$ cat config.mk
export PLATFORM = sky130hd
export DESIGN_NAME = bcd_para_bin_flat
export DESIGN_NICKNAME = d
export VERILOG_FILES = /design/src/rtl/bcd_para_bin_pkg.sv /design/src/rtl/bcd_para_bin_if.sv /design/src/rtl/bcd_digit_corr.sv /design/src/rtl/bcd_para_bin.sv /design/src/flat_wrapper.sv
export SDC_FILE = /design/constraint.sdc
export NUM_CORES = 1
export LEC_CHECK = 0
export CAP_MARGIN = 0
export CORE_UTILIZATION = 50
export CTS_BUF_LIST = sky130_fd_sc_hd__clkbuf_4
export CTS_CLUSTER_DIAMETER = 100
export DETAILED_ROUTE_END_ITERATION = 6
export PLACE_DENSITY = 0.78
export SYNTH_ARGS = -nofsm -noshare
export SYNTH_HDL_FRONTEND = slang
export SYNTH_HIERARCHICAL = 1
export SYNTH_SLANG_ARGS = --single-unit
$ cat constraint.sdc
create_clock -name clock -period 1.8 [get_ports clock]
set_input_delay 0.27 -clock clock [delete_from_list [all_inputs] [get_ports clock]]
set_output_delay 0.27 -clock clock [all_outputs]
set_load 0.005 [all_outputs]
$ cat src/rtl/bcd_para_bin_pkg.sv
// Shared conversion constants for the BCD-to-binary converter:
// default digit count, result width and FSM state encoding.
package bcd_para_bin_pkg;

  localparam int N_DIGITS_DEF = 8;
  localparam int BIN_W_DEF    = 27;

  typedef enum logic {
    IDLE = 1'b0,
    CONV = 1'b1
  } state_t;

endpackage

$ cat src/rtl/bcd_para_bin_if.sv
// Request/result bundle of the BCD-to-binary converter; the requester
// drives start/bcd_in, the converter returns busy/done/bin_out/err.
interface bcd_para_bin_if
  import bcd_para_bin_pkg::*;
#(
  parameter int N_DIGITS = N_DIGITS_DEF,
  parameter int BIN_W    = BIN_W_DEF
);

  logic                  start;
  logic [4*N_DIGITS-1:0] bcd_in;
  logic                  busy;
  logic                  done;
  logic [BIN_W-1:0]      bin_out;
  logic                  err;

  modport master (
    output start, bcd_in,
    input  busy, done, bin_out, err
  );

  modport slave (
    input  start, bcd_in,
    output busy, done, bin_out, err
  );

endinterface

$ cat src/rtl/bcd_digit_corr.sv
// One reverse double-dabble digit correction: after the right shift a
// digit of 8 or more carried in a half-weight 10, so 3 is taken off.
module bcd_digit_corr (
  input  logic [3:0] digit_i,
  output logic [3:0] digit_o
);

  always_comb begin
    digit_o = digit_i;
    if (digit_i >= 4'd8) digit_o = digit_i - 4'd3;
  end

endmodule

$ cat src/rtl/bcd_para_bin.sv
// Sequential packed-BCD to binary converter (reverse double-dabble),
// one bit per cycle, BIN_W iterations per accepted request.
module bcd_para_bin
  import bcd_para_bin_pkg::*;
#(
  parameter int N_DIGITS = N_DIGITS_DEF,
  parameter int BIN_W    = BIN_W_DEF
)(
  input  logic           clock,
  input  logic           reset,
  bcd_para_bin_if.slave  bus
);

  localparam int BCD_W = 4 * N_DIGITS;
  localparam int CNT_W = $clog2(BIN_W + 1);
  localparam logic [CNT_W-1:0] LAST_IT = CNT_W'(BIN_W - 1);

  state_t               state_q, state_d;
  logic [BCD_W-1:0]     bcd_q, bcd_d;
  logic [BIN_W-1:0]     bin_q, bin_d;
  logic [CNT_W-1:0]     cnt_q, cnt_d;
  logic [BIN_W-1:0]     bin_out_q, bin_out_d;
  logic                 err_q, err_d;
  logic                 done_q, done_d;

  logic [BCD_W+BIN_W-1:0] cat_sh;
  logic [BCD_W-1:0]       bcd_sh;
  logic [BIN_W-1:0]       bin_sh;
  logic [BCD_W-1:0]       bcd_corr;
  logic                   bad_digit;
  logic                   accept;
  logic                   last_it;

  assign cat_sh  = {bcd_q, bin_q} >> 1;
  assign bcd_sh  = cat_sh[BCD_W+BIN_W-1:BIN_W];
  assign bin_sh  = cat_sh[BIN_W-1:0];
  assign accept  = (state_q == IDLE) && bus.start;
  assign last_it = (cnt_q == LAST_IT);

  for (genvar i = 0; i < N_DIGITS; i++) begin : g_corr
    bcd_digit_corr u_corr (
      .digit_i (bcd_sh[4*i +: 4]),
      .digit_o (bcd_corr[4*i +: 4])
    );
  end

  always_comb begin
    bad_digit = 1'b0;
    for (int i = 0; i < N_DIGITS; i++) begin
      if (bus.bcd_in[4*i +: 4] > 4'd9) bad_digit = 1'b1;
    end
  end

  always_ff @(posedge clock) begin
    if (reset) begin
      state_q   <= IDLE;
      bcd_q     <= '0;
      bin_q     <= '0;
      cnt_q     <= '0;
      bin_out_q <= '0;
      err_q     <= 1'b0;
      done_q    <= 1'b0;
    end else begin
      state_q   <= state_d;
      bcd_q     <= bcd_d;
      bin_q     <= bin_d;
      cnt_q     <= cnt_d;
      bin_out_q <= bin_out_d;
      err_q     <= err_d;
      done_q    <= done_d;
    end
  end

  // Invalid requests never enter CONV; they are answered from IDLE.
  always_comb begin
    state_d = state_q;
    unique case (state_q)
      IDLE: if (accept && !bad_digit) state_d = CONV;
      CONV: if (last_it)              state_d = IDLE;
      default:                        state_d = IDLE;
    endcase
  end

  // The final iteration writes its shifted value straight to bin_out so
  // that done and the falling edge of busy land on the same cycle.
  always_comb begin
    bcd_d     = bcd_q;
    bin_d     = bin_q;
    cnt_d     = cnt_q;
    bin_out_d = bin_out_q;
    err_d     = err_q;
    done_d    = 1'b0;
    if (accept) begin
      bcd_d = bus.bcd_in;
      bin_d = '0;
      cnt_d = '0;
      err_d = bad_digit;
      if (bad_digit) begin
        bin_out_d = '0;
        done_d    = 1'b1;
      end
    end else if (state_q == CONV) begin
      bcd_d = bcd_corr;
      bin_d = bin_sh;
      cnt_d = cnt_q + 1'b1;
      if (last_it) begin
        bin_out_d = bin_sh;
        done_d    = 1'b1;
      end
    end
  end

  always_comb begin
    bus.busy    = (state_q == CONV);
    bus.done    = done_q;
    bus.bin_out = bin_out_q;
    bus.err     = err_q;
  end

endmodule
$ cat src/flat_wrapper.sv
// flat-port wrapper written by rule: the top's interface ports become plain ports
module bcd_para_bin_flat import bcd_para_bin_pkg::*;
#(
  parameter int N_DIGITS = N_DIGITS_DEF,
  parameter int BIN_W    = BIN_W_DEF
)
  (clock, reset, bus_start, bus_bcd_in, bus_busy, bus_done, bus_bin_out, bus_err);
  bcd_para_bin_if #(.N_DIGITS(N_DIGITS), .BIN_W(BIN_W)) bus_i ();
  input  logic clock;
  input  logic reset;
  input wire logic [$bits(bus_i.start)-1:0] bus_start;
  input wire logic [$bits(bus_i.bcd_in)-1:0] bus_bcd_in;
  output wire logic [$bits(bus_i.busy)-1:0] bus_busy;
  output wire logic [$bits(bus_i.done)-1:0] bus_done;
  output wire logic [$bits(bus_i.bin_out)-1:0] bus_bin_out;
  output wire logic [$bits(bus_i.err)-1:0] bus_err;
  assign bus_i.start = bus_start;
  assign bus_i.bcd_in = bus_bcd_in;
  assign bus_busy = bus_i.busy;
  assign bus_done = bus_i.done;
  assign bus_bin_out = bus_i.bin_out;
  assign bus_err = bus_i.err;
  bcd_para_bin #(.N_DIGITS(N_DIGITS), .BIN_W(BIN_W)) u_core (.clock(clock), .reset(reset), .bus(bus_i));
endmodule
==> flow_summary.ini, run 1 <==
[run_status]
status = finished, final reports clean

[pwr]
p_sw_uw = 1060
intPower_uw = 2680
clkPwrFrac_pct = 29.2
p_leak_uw = 0.00220
pwr-share-comb_pct = 12.8
pwr-share-seq_pct = 58.0
ir_drop_v = 0.000499
cellPowerDensity_nw_per_um2 = 693
swShare_pct = 28.4

[synth]
yosysTopAreaCell = dfxtp_1
synthFlopType = dfxtp_1
synthXorXnorAreaFrac_pct = 4.11
syn_inst = 464
synth_compound_gate_area_share_pct = 14.4
syn_area_per_cell_um2 = 9.18
synth-seq-area-share_pct = 43.7
synth_cell_types = 32
synth_top_family_by_area = compound AO/OA/AOI/OAI gates
yosys_warnings = 6
synth-edff-count = 0
synthAdderAreaFrac_pct = 5.29
syn_area_um2 = 4260
synth-async-reset-ratio_pct = 0
synth-simple-area-share_pct = 14.2
synth_area_leaders = dfxtp_1 (44%), mux2i_1 (13%), nor2_1 (8.5%), ha_1 (5.3%), a21oi_1 (5.1%)
ys_ff_latch = 93
muxShareOfSynthArea_pct = 13.4
synth_top_area_share_pct = 43.7

[detailed_routing]
totalWireLength_mm = 9.39
ant_nets = 0
drt_iter0_markers = 155
dr.pass1.iters = 4
wl_per_cell_um = 14.3
vias_per_cell = 5.25
vias = 3441
drc = 0

[cells_and_area]
nets = 598
fillCellCount = 672
layout_common_cells = nor2_1 (95), dfxtp_1 (91), clkdlybuf4s50_1 (62)
area_delta_synth_final_pct = 26.9
diodes = 0
instances_no_fill = 655
final_common_cell = nor2_1
layout-drive-gt1-share_pct = 13.3
post-route-cell-area_um2 = 5410

[setup_path]
reg2reg_from = u_core/cnt_q[0]
required_ps = 2200
cp-start-kind = flop
worstSetupPathType = reg2reg
rr_worst_depth = 9
critPathLaunch = u_core/cnt_q[0]
r2r_setup_slack_ps = 1
rr_endpoint = u_core/bus.bin_out[4]
crit_fanout = 6
cp.arrival_ps = 2200
cp-end-kind = flop

[floorplanning]
dieArea_um2 = 8890
coreArea_um2 = 8220
rows = 33
die_width_um = 94.3
io_pins = 65
start_util_pct = 51.8
fp.dieH_um = 94.3

[timing]
finClkSkew_ps = 29.4
timing_hold_violations_final = 0
finalSetupViolations = 0
maxSlewViolCount = 0
whs_ps = 287
final.period_utilization_pct = 99.9
period_minus_slack_ps = 1800
worst_pin_slew_ps = 641
fmax_mhz = 556
max_slew_margin_pct = 57.2
grt_setup_unrepaired = true
setup_tns_ps = 0

[global_route]
busiest_layer = met2
grt_max_degree = 53
antenna_found_initial = 0
grt_overflow = 0
met2_usage_pct = 35.6
grt_use_met1_pct = 27.7
grt_pass1_vias = 3258
met3_usage_pct = 5.74
grt_pass1_wl_mm = 15.1
grt.total_usage_pct = 21.7

[clock_tree]
clkSlewWorstSetupHoldPaths_ps = 150
cts-htree-levels = 3
clk_latency_ps = 460
cts_tree = done
clock_path_buffers = 2
numClockSinks = 93
numCtsBuffers = 9
cts-root-buf = clkbuf_4

[job]
drv_cap = 0

[hold_path]
hold_path.startpoint = bus_start
hold_depth = 3
min_path_type = in2reg
hold_end = u_core/bus.err

[place]
post_dp_cell_area_um2 = 5090
io_buffer_count = 64
gp_congestion = 0.814
hpwl_mm = 6.03
placed_cells = 631
[critical path: stages (launching register included)]
cell,delay [ps]
dfxtp_2,360
inv_2,40
ha_4,140
and4b_4,190
buf_6,110
a21o_1,180
o32ai_4,290
buf_12,170
clkbuf_16,140
a22o_1,120
[per-stage QoR]
step	total power (uW)	worst slack (ps)	util [%]
2_1_floorplan	2480	63.8	-
3_3_place_gp	2640	-190	62.0
3_5_place_dp	2650	-220	62.0
4_1_cts	3750	2.16	64.6
5_1_grt	3920	-51.2	65.8
6_report	3740	1.42	65.8
[per-layer routing]
metal / share of wire (%) / up-vias
met3: 5.7 / 8
li1: - / 1727
met2: 46 / 80
met4: 1.3 / 0
met5: 0 / -
met1: 47 / 1626
[cells in the mapped netlist (2+ instances only)]
cell	count
a22o_1	9
clkbuf_1	12
buf_6	3
nand2_1	11
a21oi_1	43
nand2b_1	8
xnor2_1	9
inv_1	19
a22o_2	17
and4_1	2
buf_1	4
nor2_1	96
dfxtp_1	93
nand4_1	5
xor2_1	11
mux2i_1	57
nor2b_1	9
ha_1	18
buf_2	8
o21ai_0	18
[repair_timing]
item / in CTS / in global routing
hold buffers: 0 / 0
buffers inserted: 3 / 2
gates resized for setup: 6 / 8
cloned: 1 / 2
pin swaps: 2 / 4
setup endpoints to repair: 28 / 28
[logic make-up (layout without fill, tap and decap cells)]
logic type               count (synthesis)  in the layout
AO/OA/AOI/OAI                           92             92
XOR/XNOR                                20             20
AND/OR/NAND/NOR                        137            137
adder cells (fa/ha/maj)                 18             18
other                                    1              5
multiplexers                            57             57
flip-flops                              93             93
buffers and inverters                   46            128
[how the worst max path moves through the flow]
| stage | to | slack, ps | cells after the start |
|---|---|---|---|
| 6_report | u_core/bus.bin_out[4] | 1 | 9 |
| 5_1_grt | u_core/bus.bin_out[4] | -50 | 9 |
| 4_1_cts | bus_busy | 2 | 2 |
| 3_5_place_dp | u_core/bus.bin_out[0] | -220 | 5 |
| 3_3_place_gp | u_core/bus.bin_out[19] | -190 | 7 |
| 2_1_floorplan | u_core/bus.bin_out[10] | 60 | 7 |
[layout make-up]
cell class / instances / area (um^2) / area share, %
clock buffers: 9 / 67.6 / 1.25
clock inverters: 7 / 66.3 / 1.23
inverters: 19 / 71.3 / 1.32
multi-input cells: 329 / 2240 / 41.4
flip-flops and latches: 93 / 1870 / 34.5
well taps: 105 / 131 / 2.43
repair buffers: 93 / 965 / 17.8
[power groups by stage]
stage	registers (uW)	clock network [uW]	logic, uW
final	2170	1090	481
after global routing	2180	1210	532
after CTS	2170	1120	464
after detailed placement	2210	0	439
after global placement	2210	0	426
after floorplan	2200	0	280
[sequential cells by signal, summed over array words and instances (netlist names)]
name and flops:
u_core/bin_q 26, u_core/cnt_q 5, u_core/bus.busy 1, u_core/bus.err 1, u_core/bus.bin_out 27, u_core/bcd_q 32, u_core/bus.done 1
Note: power is estimated with default switching activity, not from simulation.
==> run 2, diff against run 1 <==
CAP_MARGIN = 20   (was 0)
==> results of run 2 <==
Final layout, timing and power as in run 1 (identical DEF).
